$ cat src/rtl/seg_argmax.sv
// Per-pixel class argmax over four fixed-point scores, 2-stage compare tree,
// with a per-frame class histogram presented at each frame boundary.
module seg_argmax #(
    parameter int HEIGHT    = 480,
    parameter int WIDTH     = 640,
    parameter int W_HEIGHT  = 525,
    parameter int W_WIDTH   = 800,
    parameter int INT_BITW  = 5,
    parameter int FRAC_BITW = 8,
    parameter int CNT_BITW  = 20,
    localparam int V_BITW     = $clog2(W_HEIGHT),
    localparam int H_BITW     = $clog2(W_WIDTH),
    localparam int FIXED_BITW = INT_BITW + FRAC_BITW
) (
    input  logic                      clock,
    input  logic                      n_rst,
    input  logic [0:FIXED_BITW*4-1]   in_y,
    input  logic [V_BITW-1:0]         in_vcnt,
    input  logic [H_BITW-1:0]         in_hcnt,
    output logic [1:0]                out_label,
    output logic [FIXED_BITW-1:0]     out_score,
    output logic [V_BITW-1:0]         out_vcnt,
    output logic [H_BITW-1:0]         out_hcnt,
    output logic [0:CNT_BITW*4-1]     out_hist,
    output logic                      out_hist_valid
);

    localparam logic [CNT_BITW-1:0] CNT_MAX = '1;

    logic signed [FIXED_BITW-1:0] sc [4];

    logic [1:0]                   p01_idx;
    logic signed [FIXED_BITW-1:0] p01_sc;
    logic [1:0]                   p23_idx;
    logic signed [FIXED_BITW-1:0] p23_sc;

    logic [1:0]                   s1_idx01;
    logic signed [FIXED_BITW-1:0] s1_sc01;
    logic [1:0]                   s1_idx23;
    logic signed [FIXED_BITW-1:0] s1_sc23;
    logic [V_BITW-1:0]            s1_v;
    logic [H_BITW-1:0]            s1_h;
    logic                         s1_live;

    logic [1:0]                   nxt_label;
    logic [FIXED_BITW-1:0]        nxt_score;
    logic                         boundary;
    logic                         active;

    logic [CNT_BITW-1:0] acc    [4];
    logic [CNT_BITW-1:0] acc_n  [4];
    logic [CNT_BITW-1:0] hist_q [4];
    logic [CNT_BITW-1:0] hist_n [4];
    logic                seen;
    logic                seen_n;
    logic                hv_n;

    // Unpack the four class scores; class 0 occupies the leading bits.
    always_comb begin
        for (int i = 0; i < 4; i++) begin
            sc[i] = in_y[i*FIXED_BITW +: FIXED_BITW];
        end
    end

    // First compare level: pairs (0,1) and (2,3), lower index wins ties.
    always_comb begin
        p01_idx = 2'd0;
        p01_sc  = sc[0];
        p23_idx = 2'd2;
        p23_sc  = sc[2];
        if (sc[1] > sc[0]) begin
            p01_idx = 2'd1;
            p01_sc  = sc[1];
        end
        if (sc[3] > sc[2]) begin
            p23_idx = 2'd3;
            p23_sc  = sc[3];
        end
    end

    // Stage-1 register; s1_live marks that it holds a real pixel, so the
    // reset-cleared (0,0) bubble is never mistaken for a frame boundary.
    always_ff @(posedge clock or negedge n_rst) begin
        if (!n_rst) begin
            s1_idx01 <= '0;
            s1_sc01  <= '0;
            s1_idx23 <= '0;
            s1_sc23  <= '0;
            s1_v     <= '0;
            s1_h     <= '0;
            s1_live  <= 1'b0;
        end else begin
            s1_idx01 <= p01_idx;
            s1_sc01  <= p01_sc;
            s1_idx23 <= p23_idx;
            s1_sc23  <= p23_sc;
            s1_v     <= in_vcnt;
            s1_h     <= in_hcnt;
            s1_live  <= 1'b1;
        end
    end

    // Second compare level plus pixel classification of the stage-2 result.
    always_comb begin
        nxt_label = s1_idx01;
        nxt_score = s1_sc01;
        if (s1_sc23 > s1_sc01) begin
            nxt_label = s1_idx23;
            nxt_score = s1_sc23;
        end
        boundary = (s1_v == '0) && (s1_h == '0);
        active   = (32'(s1_v) < HEIGHT) && (32'(s1_h) < WIDTH);
    end

    // Stage-2 output register.
    always_ff @(posedge clock or negedge n_rst) begin
        if (!n_rst) begin
            out_label <= '0;
            out_score <= '0;
            out_vcnt  <= '0;
            out_hcnt  <= '0;
        end else begin
            out_label <= nxt_label;
            out_score <= nxt_score;
            out_vcnt  <= s1_v;
            out_hcnt  <= s1_h;
        end
    end

    // Histogram next state: publish at boundary, else saturating count.
    always_comb begin
        acc_n  = acc;
        hist_n = hist_q;
        seen_n = seen;
        hv_n   = 1'b0;
        if (s1_live) begin
            if (boundary) begin
                if (seen) begin
                    hist_n = acc;
                    hv_n   = 1'b1;
                end
                for (int i = 0; i < 4; i++) begin
                    acc_n[i] = '0;
                end
                acc_n[nxt_label] = CNT_BITW'(1);
                seen_n = 1'b1;
            end else if (active && acc[nxt_label] != CNT_MAX) begin
                acc_n[nxt_label] = acc[nxt_label] + CNT_BITW'(1);
            end
        end
    end

    // Histogram state registers.
    always_ff @(posedge clock or negedge n_rst) begin
        if (!n_rst) begin
            for (int i = 0; i < 4; i++) begin
                acc[i]    <= '0;
                hist_q[i] <= '0;
            end
            seen           <= 1'b0;
            out_hist_valid <= 1'b0;
        end else begin
            acc            <= acc_n;
            hist_q         <= hist_n;
            seen           <= seen_n;
            out_hist_valid <= hv_n;
        end
    end

    // Pack the published counts, class 0 first.
    always_comb begin
        for (int i = 0; i < 4; i++) begin
            out_hist[i*CNT_BITW +: CNT_BITW] = hist_q[i];
        end
    end

endmodule

$ cat config.mk
export PLATFORM = sky130hd
export DESIGN_NAME = seg_argmax
export DESIGN_NICKNAME = d
export VERILOG_FILES = /design/src/rtl/seg_argmax.sv
export SDC_FILE = /design/constraint.sdc
export NUM_CORES = 1
export LEC_CHECK = 0
export BUFFER_PORTS_ARGS = -buffer_cell sky130_fd_sc_hd__buf_2
export CAP_MARGIN = 20
export CORE_UTILIZATION = 31
export DETAILED_ROUTE_END_ITERATION = 8
export PLACE_DENSITY = 0.48
export SETUP_SLACK_MARGIN = 0.15
export SYNTH_ARGS = -nofsm -noshare
export SYNTH_HDL_FRONTEND = slang
export SYNTH_SLANG_ARGS = --single-unit
$ cat constraint.sdc
create_clock -name clock -period 4.8 [get_ports clock]
set_input_delay 0.24 -clock clock [delete_from_list [all_inputs] [get_ports clock]]
set_output_delay 0.24 -clock clock [all_outputs]
set_load 0.1 [all_outputs]
Word-level counts from Yosys, hierarchy flattened
Index checks and enable logic that the tools add are counted.
{"block": "op_classes", "eq_ne": 1, "add_sub_neg": 1, "n_reduce_logical": 10, "mux": 17, "bitwise_logic": 1, "magnitude_cmp": 7}
{"operator": "$mux 80", "count": 2}
{"operator": "$bwmux 80", "count": 1}
{"operator": "$mux 20", "count": 3}
{"operator": "$bmux 20 s2", "count": 1}
{"operator": "$demux 20 s2", "count": 1}
{"operator": "$gt 13x13->1", "count": 3}
{"operator": "$mux 13", "count": 3}
{"operator": "$add 20x1->20 const B", "count": 1}
{"operator": "$logic_not 10->1", "count": 2}
{"operator": "$ne 20x20->1 const B", "count": 1}
{"operator": "$lt 10x10->1 const B", "count": 1}
{"operator": "$lt 10x9->1 const B", "count": 1}
{"operator": "$mux 1", "count": 5}
{"operator": "$logic_and 1x1->1", "count": 4}
{"operator": "$reduce_and 2->1", "count": 2}
{"operator": "$ge 3x3->1 const B", "count": 1}
{"operator": "$lt 3x1->1 const B", "count": 1}
{"operator": "$not 2->3", "count": 1}
{"operator": "$reduce_and 3->1", "count": 1}
{"operator": "$mux 2", "count": 1}
{"operator": "$reduce_bool 2->1", "count": 1}
{"block": "word_totals", "in_bits": 74, "ff_bits": 248, "wordCells": 58}

Longest topological paths before layout
Gate-level depths: netlist (run 1).
{"block": "depth", "word_depth": 10, "mapped_depth": 20, "ltp_nobuf": 17}

Worst setup path before layout (run 1)
No wires, ideal clock.
{"block": "synth_timing", "path_kind": "register -> register", "startpoint": "reg s1_sc23[8]", "endpoint": "reg acc[23] (netlist bit)", "setup_slack_ns": 0.702, "period_less_slack_ns": 4.098, "path_buffers": 3, "arrival_ns": 3.977, "stages_incl_launch_ff": 20, "required_time_ns": 4.679, "path_cell_list": "dfrtp_1 -> ha_1 -> and4_1 -> a21o_1 -> o21ai_2 -> mux2_4 -> nand3_1 -> and2_1 -> clkbuf_1 -> buf_2 -> o21a_1 -> ha_1 -> o211ai_1 -> nor4_4 -> o2111ai_4 -> nor4_4 -> or4_1 -> buf_6 -> inv_2 -> a22o_1"}
{"block": "synth_via", "elab_chain_len": 10}
{"item": "start: declaration", "line": "40", "rtl": "logic signed [FIXED_BITW-1:0] s1_sc23;"}
{"item": "start signal: assignment", "line": "96", "rtl": "s1_sc23 <= p23_sc;"}
{"item": "$gt 13x13->1 *", "line": "107", "rtl": "if (s1_sc23 > s1_sc01) begin"}
{"item": "$mux 2 *", "line": "107"}
{"item": "$not 2->3 (not written as such) *", "line": "147, 148"}
{"item": "$bmux 20 s2, or another cell as far along", "line": "147, 148"}
{"item": "$mux 20 (not written as such) / $logic_and 1x1->1 (equally long branches)", "line": "147, 148"}
{"item": "$mux 20 (on tied branches)", "line": "147, 148"}
{"item": "$add 20x1->20, or another cell as far along", "line": "148", "rtl": "acc_n[nxt_label] = acc[nxt_label] + CNT_BITW'(1);"}
{"item": "$bwmux 80 / $logic_and 1x1->1 (equally long branches)", "line": "148, 147"}
{"item": "$mux 80 / $reduce_bool 2->1 (equally long branches)"}
{"item": "$mux 80 / $reduce_and 2->1 (equally long branches)"}
{"item": "end signal: assignment", "line": "163", "rtl": "acc <= acc_n;"}
{"item": "end: declaration", "line": "50", "rtl": "logic [CNT_BITW-1:0] acc [4];"}
Mark *: on every way between the ends. The rest lies on a longest branch, timed or not. The select of a mux whose other input is x is not followed.
A chain may end at the register's enable or synchronous reset.

Worst setup path in the final report (run 1)
{"block": "layout_timing", "startpoint": "reg s1_sc01[8]", "endpoint": "reg acc[57] (netlist bit)"}
{"block": "layout_via", "elab_chain_len": 10}
{"item": "start: declaration", "line": "38", "rtl": "logic signed [FIXED_BITW-1:0] s1_sc01;"}
{"item": "start signal: assignment", "line": "94", "rtl": "s1_sc01 <= p01_sc;"}
{"item": "$gt 13x13->1 *", "line": "107"}
{"item": "$mux 2 *", "line": "107"}
{"item": "$not 2->3 (not written as such) *", "line": "147, 148"}
{"item": "$bmux 20 s2, or another cell as far along", "line": "147, 148"}
{"item": "$mux 20 (not written as such) / $logic_and 1x1->1 (equally long branches)", "line": "147, 148"}
{"item": "$mux 20 (on tied branches)", "line": "147, 148"}
{"item": "$add 20x1->20, or another cell as far along", "line": "148"}
{"item": "$bwmux 80 / $logic_and 1x1->1 (equally long branches)", "line": "148, 147"}
{"item": "$mux 80 / $reduce_bool 2->1 (equally long branches)"}
{"item": "$mux 80 / $reduce_and 2->1 (equally long branches)"}
Marked as above.

==> impl_metrics.yaml, run 1 <==
final_layout:
  finalNetCount: 1435
  drive_gt1_frac: 0.234
  area_growth_pct: 27.4
  antenna_cells: 0
  stdcell_area_um2: 14200
synthesis:
  syn-num-nets: 1182
  synth_warnings: 0
  synth-seq-area-share: 0.550
  synthCells: 1068
  synth_edf_count: 0
  syn_area_per_cell_um2: 10.5
  synth_area_um2: 11200
  ys_async_sr_fraction: 1.00
  synth_cell_types: 67
  ys_ff_latch: 246
  synth_ff_type: "dfrtp_1"
critical_path:
  crit_top_cell: "nand3_1"
  crit_slowest_cell: "a22oi_2"
  start_kind: "register"
  path_buf_inv: 3
  crit_type: "register to register"
  required_ns: 5.21
  end_kind: "register"
  critical-path-top-delay-family: "simple AND/OR/NAND/NOR gates"
  crit_arrival_ns: 4.71
  crit_fanout: 17
  path_cells: "inv_1, ha_1, and4_1, nand3_1, nand3_1, inv_1, nor2_1, a22oi_2, buf_4, o22a_1, and4_1, nand3_1, nor3_1, xor2_1, o2bb2ai_1"
  max_stage_delay_ns: 0.75
power:
  p_switching_mw: 2.67
  internal_power_mw: 4.55
  p_clk_frac: 0.300
  power.leakage_nw: 7.13
  p_sw_frac: 0.370
  power_frac_seq: 0.402
  p_comb_frac: 0.298
  vdd_drop_max_mv: 0.314
  power_density_nw_per_um2: 506
die:
  rows: 69
  dieArea_um2: 36800
  floorplan.initialDensity: 0.314
  die_h_um: 192
  core_um2: 35600
  die-width_um: 192
  ios: 190
sta:
  finalCriticalPeriod_ns: 4.30
  worst_pin_slew_ns: 0.961
  setup_violations: 0
  fmax_mhz: 233
  hold_viol: 0
  slew_viol_final: 0
  setup_tns_ns: 0
  relSlewSlack: 0.357
  period_share: 0.895
  rsz0062_at_grt: "no"
  skew_ns: 0.0141
route:
  wl_per_cell_um: 18.1
  wirelength_um: 32700
  drc_errors: 0
  dr_total_vias: 8702
  dr.pass1.iters: 5
  drtAntennaViolNets: 0
  viasPerCell: 4.83
  drt_iter0_drc: 440
cts:
  clockBufferDepth: 3
  clkTransAtPathRegs_ns: 0.06
  root_buffer: "clkbuf_16"
  cts_buffers: 28
  cts.sinks: 246
  cts_max_level: 1
  insertion_delay_ns: 0.55
  cts_setup_buffers: 0
  cts_tree: "done"
outcome:
  status: "complete, no violations"
min_path:
  hp-class: "primary input to register"
global_routing:
  grt_max_degree: 125
  antenna_found_initial: 0
  grt_pass1_wl_um: 51200
  grt_usage: 0.180
  overflow: 0
  grt_pass1_vias: 9068
run:
  max_cap_viol_count: 0
place:
  hpwl_um: 23600
  gp_congestion: 0.879
  placed_area_um2: 12600
  port_buffers: 189
-- cell type report --
type	count	area (µm²)
Fill cell	3579	21300
Sequential cell	246	6160
Multi-Input combinational cell	708	4520
Timing Repair Buffer	281	1840
Clock buffer	39	823
Tap cell	461	577
Inverter	56	210
Clock inverter	12	124
-- logic make-up after synthesis --
logic type,synth area share
and+or+nand+nor,0.151
DFF,0.550
AOI/OAI and AO/OA,0.144
buffers and inverters,0.0493
muxes,0.0475
adders and majority gates,0.0448
xor gates and xnor gates,0.0125
other,0.000335
-- power by group through the flow --
stage | Clock, mW | Combinational, mW | Sequential [mW]
finish | 2.16 | 2.15 | 2.90
global route | 2.30 | 2.32 | 2.96
CTS | 2.23 | 2.16 | 2.91
detailed placement | 0 | 2.09 | 2.94
global placement | 0 | 2.09 | 2.95
floorplan | 0 | 1.16 | 3.13
-- routing by layer --
metal	track usage	wire length, µm
met4	0.0498	876
met1	0.225	14200
met5	0	0
met2	0.315	16000
met3	0.0351	1600
-- through the flow --
stage / utilization / hold WS [ns] / worst slack [ns] / total power, mW / instances
finish: 0.401 / 0.00797 / 0.503 / 7.21 / 1803
CTS: 0.400 / 0.00643 / 0.241 / 7.29 / 1803
global route: 0.401 / 0.00258 / 0.187 / 7.58 / 1803
detailed placement: 0.353 / 0.256 / 0.295 / 5.02 / 1681
global placement: 0.353 / 0.254 / 0.513 / 5.04 / 1681
floorplan: - / -0.0556 / 0.702 / 4.30 / 1068
-- worst reg2reg max path, delay by kind of cell, from the launching register on --
family,cells,cell delay [ns]
AOI/OAI and AO/OA,3,1.04
xor gates and xnor gates,1,0.46
adders and majority gates,1,0.32
buffers and inverters,3,0.59
DFF,1,0.33
and+or+nand+nor,7,1.41
-- what timing repair did --
item,4_1_cts,5_1_grt
resized for setup,0,5
hold endpoints to repair,115,0
hold buffers,71,0
endpoints found under the setup margin,0,80
-- registers in the layout (all words and copies together), names as in the netlist --
signal and cells:
seen 1, out_hcnt 10, out_hist_valid 1, s1_idx01 1, out_hist 80, s1_sc01 13
out_label 2, out_score 13, s1_sc23 13, s1_v 10, s1_idx23 2, s1_h 10
out_vcnt 10, acc 80
-- worst paths after layout --
check / slack (ns) / cells past startpoint / end / start
worst max-delay path: 0.50 / 15 / acc[57] / s1_sc01[8]
worst min-delay path: 0.008 / 2 / s1_sc23[11] / in_y[40]
worst max register to register: 0.50 / 15 / acc[57] / s1_sc01[8]
worst min register to register: 0.37 / 0 / out_vcnt[1] / s1_v[1]
max in group asynchronous: 3.42 / 3 / out_hist[31] / n_rst
min in group asynchronous: 0.25 / 2 / out_hist[24] / n_rst
-- cell usage in the layout (no fill, tap or decap), drive strengths merged, types with 3 or more instances in the layout --
master and instances:
nand3 16, mux2 30, a22o 16, and4 5, buf 210, a31oi 6, mux2i 19, clkbuf 39
o21a 14, nand2b 3, nand4b 3, dlygate4sd3 71, o2111ai 4, dfrtp 246, and2 4, clkinvlp 3
clkinv 6, nand2 285, nand4 7, o2bb2ai 63, or3 5, nor2b 5, o211ai 6, xnor2 13
nor2 29, nor3 9, or2 5, o21ai 49, nor4 8, ha 40, a21oi 23, o22ai 5
inv 57, o221a 7, xor2 3
-- synth_stat cells, drive strengths merged (4+ instances only) --
| cell type | instances | area (µm²) |
|---|---|---|
| a21oi | 23 | 115 |
| a22o | 16 | 140 |
| a31oi | 6 | 37.5 |
| and2 | 4 | 25.0 |
| and4 | 5 | 43.8 |
| buf | 31 | 240 |
| clkbuf | 27 | 101 |
| dfrtp | 246 | 6160 |
| ha | 40 | 500 |
| inv | 55 | 206 |
| mux2 | 30 | 342 |
| mux2i | 19 | 190 |
| nand2 | 285 | 1070 |
| nand3 | 16 | 80.1 |
| nand4 | 7 | 43.8 |
| nor2 | 29 | 109 |
| nor2b | 5 | 31.3 |
| nor3 | 9 | 45.0 |
| nor4 | 8 | 80.1 |
| o2111ai | 4 | 52.6 |
| o211ai | 6 | 45.0 |
| o21a | 14 | 105 |
| o21ai | 49 | 264 |
| o221a | 7 | 78.8 |
| o22ai | 5 | 31.3 |
| o2bb2ai | 63 | 552 |
| or2 | 5 | 31.3 |
| or3 | 5 | 31.3 |
| xnor2 | 13 | 114 |
Power figures use the tool's default switching activity.
==> inputs of run 2 (changes only) <==
--- a/config.mk
+++ b/config.mk
@@ -9,7 +9,6 @@
 export CAP_MARGIN = 20
 export CORE_UTILIZATION = 31
 export DETAILED_ROUTE_END_ITERATION = 8
-export PLACE_DENSITY = 0.48
 export SETUP_SLACK_MARGIN = 0.15
 export SYNTH_ARGS = -nofsm -noshare
 export SYNTH_HDL_FRONTEND = slang
==> impl_metrics.yaml, run 2 (same netlist as run 1, synthesis figures left out) <==
final_layout:
  drive_gt1_frac: 0.238
  final_common_cell: "nand2_1"
  antenna_cells: 0
  area_growth_pct: 27.2
  final_util: 0.400
  finalNetCount: 1436
  final_cell_mix: "283 x nand2_1, 246 x dfrtp_1, 188 x buf_2"
route:
  wirelength_um: 32200
  drc_errors: 0
  wl_per_cell_um: 17.9
  viasPerCell: 4.92
  dr.pass1.iters: 5
  dr_total_vias: 8853
  drtAntennaViolNets: 0
  drt_iter0_drc: 574
global_routing:
  grt_pass1_vias: 9333
  grt_pass1_wl_um: 51600
  grt_max_degree: 148
  grt_usage: 0.179
  overflow: 0
  antenna_found_initial: 0
min_path:
  hp-class: "primary input to register"
critical_path:
  required_ns: 5.27
  crit_arrival_ns: 4.79
  crit_type: "register to register"
  end_kind: "register"
  crit_fanout: 20
  start_kind: "register"
  critical-path-top-delay-family: "compound AO/OA/AOI/OAI gates"
  path_buf_inv: 1
  max_stage_delay_ns: 0.45
  crit_slowest_cell: "nor4_4"
  path_cells: "inv_1, ha_1, and4_1, a21o_1, o21ai_2, mux2i_2, o21ai_1, a21boi_0, or2_2, ha_1, o211ai_1, nor4_4, o2111ai_4, nor4_4, o21bai_4, o21ai_4, a22o_1"
die:
  die-width_um: 192
  die_h_um: 192
  rows: 69
  ios: 190
  core_um2: 35600
  floorplan.initialDensity: 0.314
  dieArea_um2: 36800
sta:
  skew_ns: 0.0118
  fmax_mhz: 232
  period_share: 0.898
  relSlewSlack: 0.444
  hold_viol: 0
  setup_tns_ns: 0
  rsz0062_at_grt: "no"
  finalCriticalPeriod_ns: 4.31
  setup_violations: 0
  setup_ws_ns: 0.488
  worst_pin_slew_ns: 0.832
  slew_viol_final: 0
power:
  p_sw_frac: 0.368
  power_mw: 7.19
  vdd_drop_max_mv: 0.288
  power.leakage_nw: 7.14
  power_frac_seq: 0.404
  power_density_nw_per_um2: 506
  p_comb_frac: 0.298
  internal_power_mw: 4.55
  p_clk_frac: 0.298
  p_switching_mw: 2.65
outcome:
  status: "complete, no violations"
place:
  pre_cts_ws_ns: 0.403
  port_buffers: 189
  hpwl_um: 23200
  gp_congestion: 0.872
cts:
  root_buffer: "clkbuf_16"
  cts_tree: "done"
  insertion_delay_ns: 0.54
  cts.sinks: 246
  clockBufferDepth: 3
  cts_buffers: 26
  cts_setup_buffers: 0
  cts_max_level: 1
  clkTransAtPathRegs_ns: 0.07
run:
  max_cap_viol_count: 0
run 2: area by class of cell:
class	instances	area (µm²)
multi-input combinational	708	4520
tap	461	577
fill	3531	21300
clock inverter	9	126
clock buffer	37	793
inverter	56	210
timing repair buffer	284	1850
sequential	246	6160
run 2: per-layer routing:
metal	share of wire	track usage	vias up
met4	0.032	0.0553	0
met2	0.49	0.311	298
met5	0	0	-
li1	-	-	4199
met1	0.41	0.221	4291
met3	0.064	0.0395	65
run 2: path summary, 6_finish.rpt:
kind / start / endpoint / slack [ns] / cells past startpoint
worst max-delay path: s1_sc01[11] / acc[1] / 0.49 / 17
worst min-delay path: in_y[26] / s1_sc23[12] / 0.007 / 2
worst max register to register: s1_sc01[11] / acc[1] / 0.49 / 17
worst min register to register: s1_h[2] / out_hcnt[2] / 0.37 / 0
max in group asynchronous: n_rst / out_score[2] / 3.21 / 3
min in group asynchronous: n_rst / out_hist[22] / 0.32 / 2
run 2: repair_timing:
| item | in CTS | in global routing |
|---|---|---|
| setup endpoints to repair | 0 | 80 |
| endpoints found under the hold margin | 142 | 0 |
| hold buffers | 67 | 0 |
| gates resized for setup | 0 | 6 |
run 2: per-stage QoR:
| step | hold slack, ns | area (µm²) | cells |
|---|---|---|---|
| 3_3_place_gp | 0.319 | 12600 | 1688 |
| 3_5_place_dp | 0.324 | 12600 | 1688 |
| 6_report | 0.00701 | 14200 | 1801 |
| 5_1_grt | 0.00410 | 14200 | 1801 |
| 2_1_floorplan | -0.0556 | 11200 | 1068 |
| 4_1_cts | 0.00527 | 14200 | 1801 |
run 2: power groups by stage:
stage	Clock, mW	Combinational (mW)	Sequential (mW)
finish	2.14	2.14	2.90
global route	2.28	2.32	2.96
CTS	2.19	2.14	2.90
detailed placement	0	2.07	2.93
global placement	0	2.05	2.93
floorplan	0	1.16	3.13
==> inputs of run 3 (changes only) <==
--- a/config.mk
+++ b/config.mk
@@ -9,6 +9,7 @@
 export CAP_MARGIN = 20
 export CORE_UTILIZATION = 31
 export DETAILED_ROUTE_END_ITERATION = 8
+export MAX_ROUTING_LAYER = met4
 export SETUP_SLACK_MARGIN = 0.15
 export SYNTH_ARGS = -nofsm -noshare
 export SYNTH_HDL_FRONTEND = slang
==> impl_metrics.yaml, run 3 (same netlist as run 1, synthesis figures left out) <==
outcome:
  status: "complete, no violations"
cts:
  clockBufferDepth: 3
  cts_max_level: 1
  cts.sinks: 246
  insertion_delay_ns: 0.54
  root_buffer: "clkbuf_16"
  cts_buffers: 26
  cts_tree: "done"
  clkTransAtPathRegs_ns: 0.06
power:
  power_mw: 6.99
  power_density_nw_per_um2: 496
  power.leakage_nw: 7.08
  vdd_drop_max_mv: 0.291
final_layout:
  fill_cells: 3544
  antenna_cells: 0
  final_cell_mix: "283 x nand2_1, 246 x dfrtp_1, 188 x buf_2"
  regArea_um2: 6160
  multi_input_area_um2: 4500
  drive_gt1_frac: 0.235
  finalNetCount: 1432
  area_growth_pct: 26.0
  final_common_cell: "nand2_1"
sta:
  period_share: 0.913
  slew_viol_final: 0
  setup_ws_ns: 0.418
  skew_ns: 0.0140
  relSlewSlack: 0.354
  hold_viol: 0
  rsz0062_at_grt: "no"
  fmax_mhz: 228
  worst_pin_slew_ns: 0.969
  setup_violations: 0
  finalCriticalPeriod_ns: 4.38
  setup_tns_ns: 0
min_path:
  hp-class: "primary input to register"
global_routing:
  overflow: 0
  grt_usage: 0.181
  grt_pass1_wl_um: 50600
  antenna_found_initial: 0
  grt_pass1_vias: 9120
  grt_max_degree: 139
place:
  gp_congestion: 0.915
  pre_cts_ws_ns: 0.327
  port_buffers: 189
  hpwl_um: 23000
die:
  dieArea_um2: 36800
  core_um2: 35600
  die-width_um: 192
  floorplan.initialDensity: 0.314
  die_h_um: 192
  ios: 190
  rows: 69
critical_path:
  crit_type: "register to register"
  crit_arrival_ns: 4.80
  crit_fanout: 16
  required_ns: 5.22
  end_kind: "register"
  start_kind: "register"
route:
  drc_errors: 0
  drt_iter0_drc: 540
  dr_total_vias: 8795
  wl_per_cell_um: 17.6
  dr.pass1.iters: 8
  wirelength_um: 31700
  viasPerCell: 4.89
  drtAntennaViolNets: 0
run:
  max_cap_viol_count: 0
## run 3: cell count changes in the layout (fill, tap and decap cells not counted), sizes merged
cell / change
dlygate4sd3: -3
clkinv: +4
clkinvlp: +1
clkbuf: -3
buf: -1
bufinv: -1
## run 3: final timing paths
path | depth (start not counted) | slack, ns | startpoint | to
max | 18 | 0.42 | s1_sc23[8] | acc[23]
min | 2 | 0.009 | in_y[44] | s1_sc23[7]
max reg2reg | 18 | 0.42 | s1_sc23[8] | acc[23]
min reg2reg | 0 | 0.38 | s1_v[0] | out_vcnt[0]
max in group asynchronous | 3 | 3.23 | n_rst | s1_sc23[2]
min in group asynchronous | 2 | 0.31 | n_rst | out_hist[60]
## run 3: timing repair
item / 4_1_cts / 5_1_grt
resized for setup: 0 / 5
hold buffers: 63 / 1
hold endpoints to repair: 151 / 1
buffers inserted: 0 / 2
setup endpoints to repair: 0 / 80
## run 3: final cells by class
class / count / share of cell area
Sequential cell: 246 / 0.437
Multi-Input combinational cell: 708 / 0.319
Timing Repair Buffer: 280 / 0.129
Clock buffer: 34 / 0.0505
Tap cell: 461 / 0.0409
Inverter: 56 / 0.0149
Clock inverter: 13 / 0.00853
## run 3: per-stage QoR
stage | util | instance area, µm² | hold WS (ns) | instances
CTS | 0.395 | 14000 | 0.000152 | 1795
detailed placement | 0.354 | 12600 | 0.349 | 1685
global route | 0.396 | 14100 | 0.00309 | 1798
global placement | 0.353 | 12600 | 0.347 | 1684
floorplan | - | 11200 | -0.0556 | 1068
finish | 0.396 | 14100 | 0.00906 | 1798
## run 3: layer usage
metal  GRT usage  up-vias  part of all wire
li1            -     4181                 -
met1       0.222     4258              0.42
met2       0.302      293              0.49
met3      0.0360       63             0.063
met4      0.0531        0             0.028
met5           -        -                 0
## run 3: critical path, cell delays in order, from the launching register on
cell and delay (ns):
dfrtp_1 0.38, ha_1 0.32, and4_1 0.26, a21o_1 0.20
o21ai_2 0.09, mux2i_2 0.31, nor2_1 0.15, o21ai_0 0.27
o21a_1 0.18, ha_1 0.20, o211ai_1 0.18, nor4_4 0.40
o2111ai_4 0.24, nor4_4 0.29, buf_4 0.21, or4_1 0.11
buf_4 0.22, inv_2 0.08, a22o_1 0.18
## run 3: where the power goes
| group | internal, mW | leakage, nW | switching, mW |
|---|---|---|---|
| clock network | 1.15 | 0.411 | 0.824 |
| logic | 0.768 | 3.51 | 1.35 |
| registers | 2.47 | 3.16 | 0.427 |
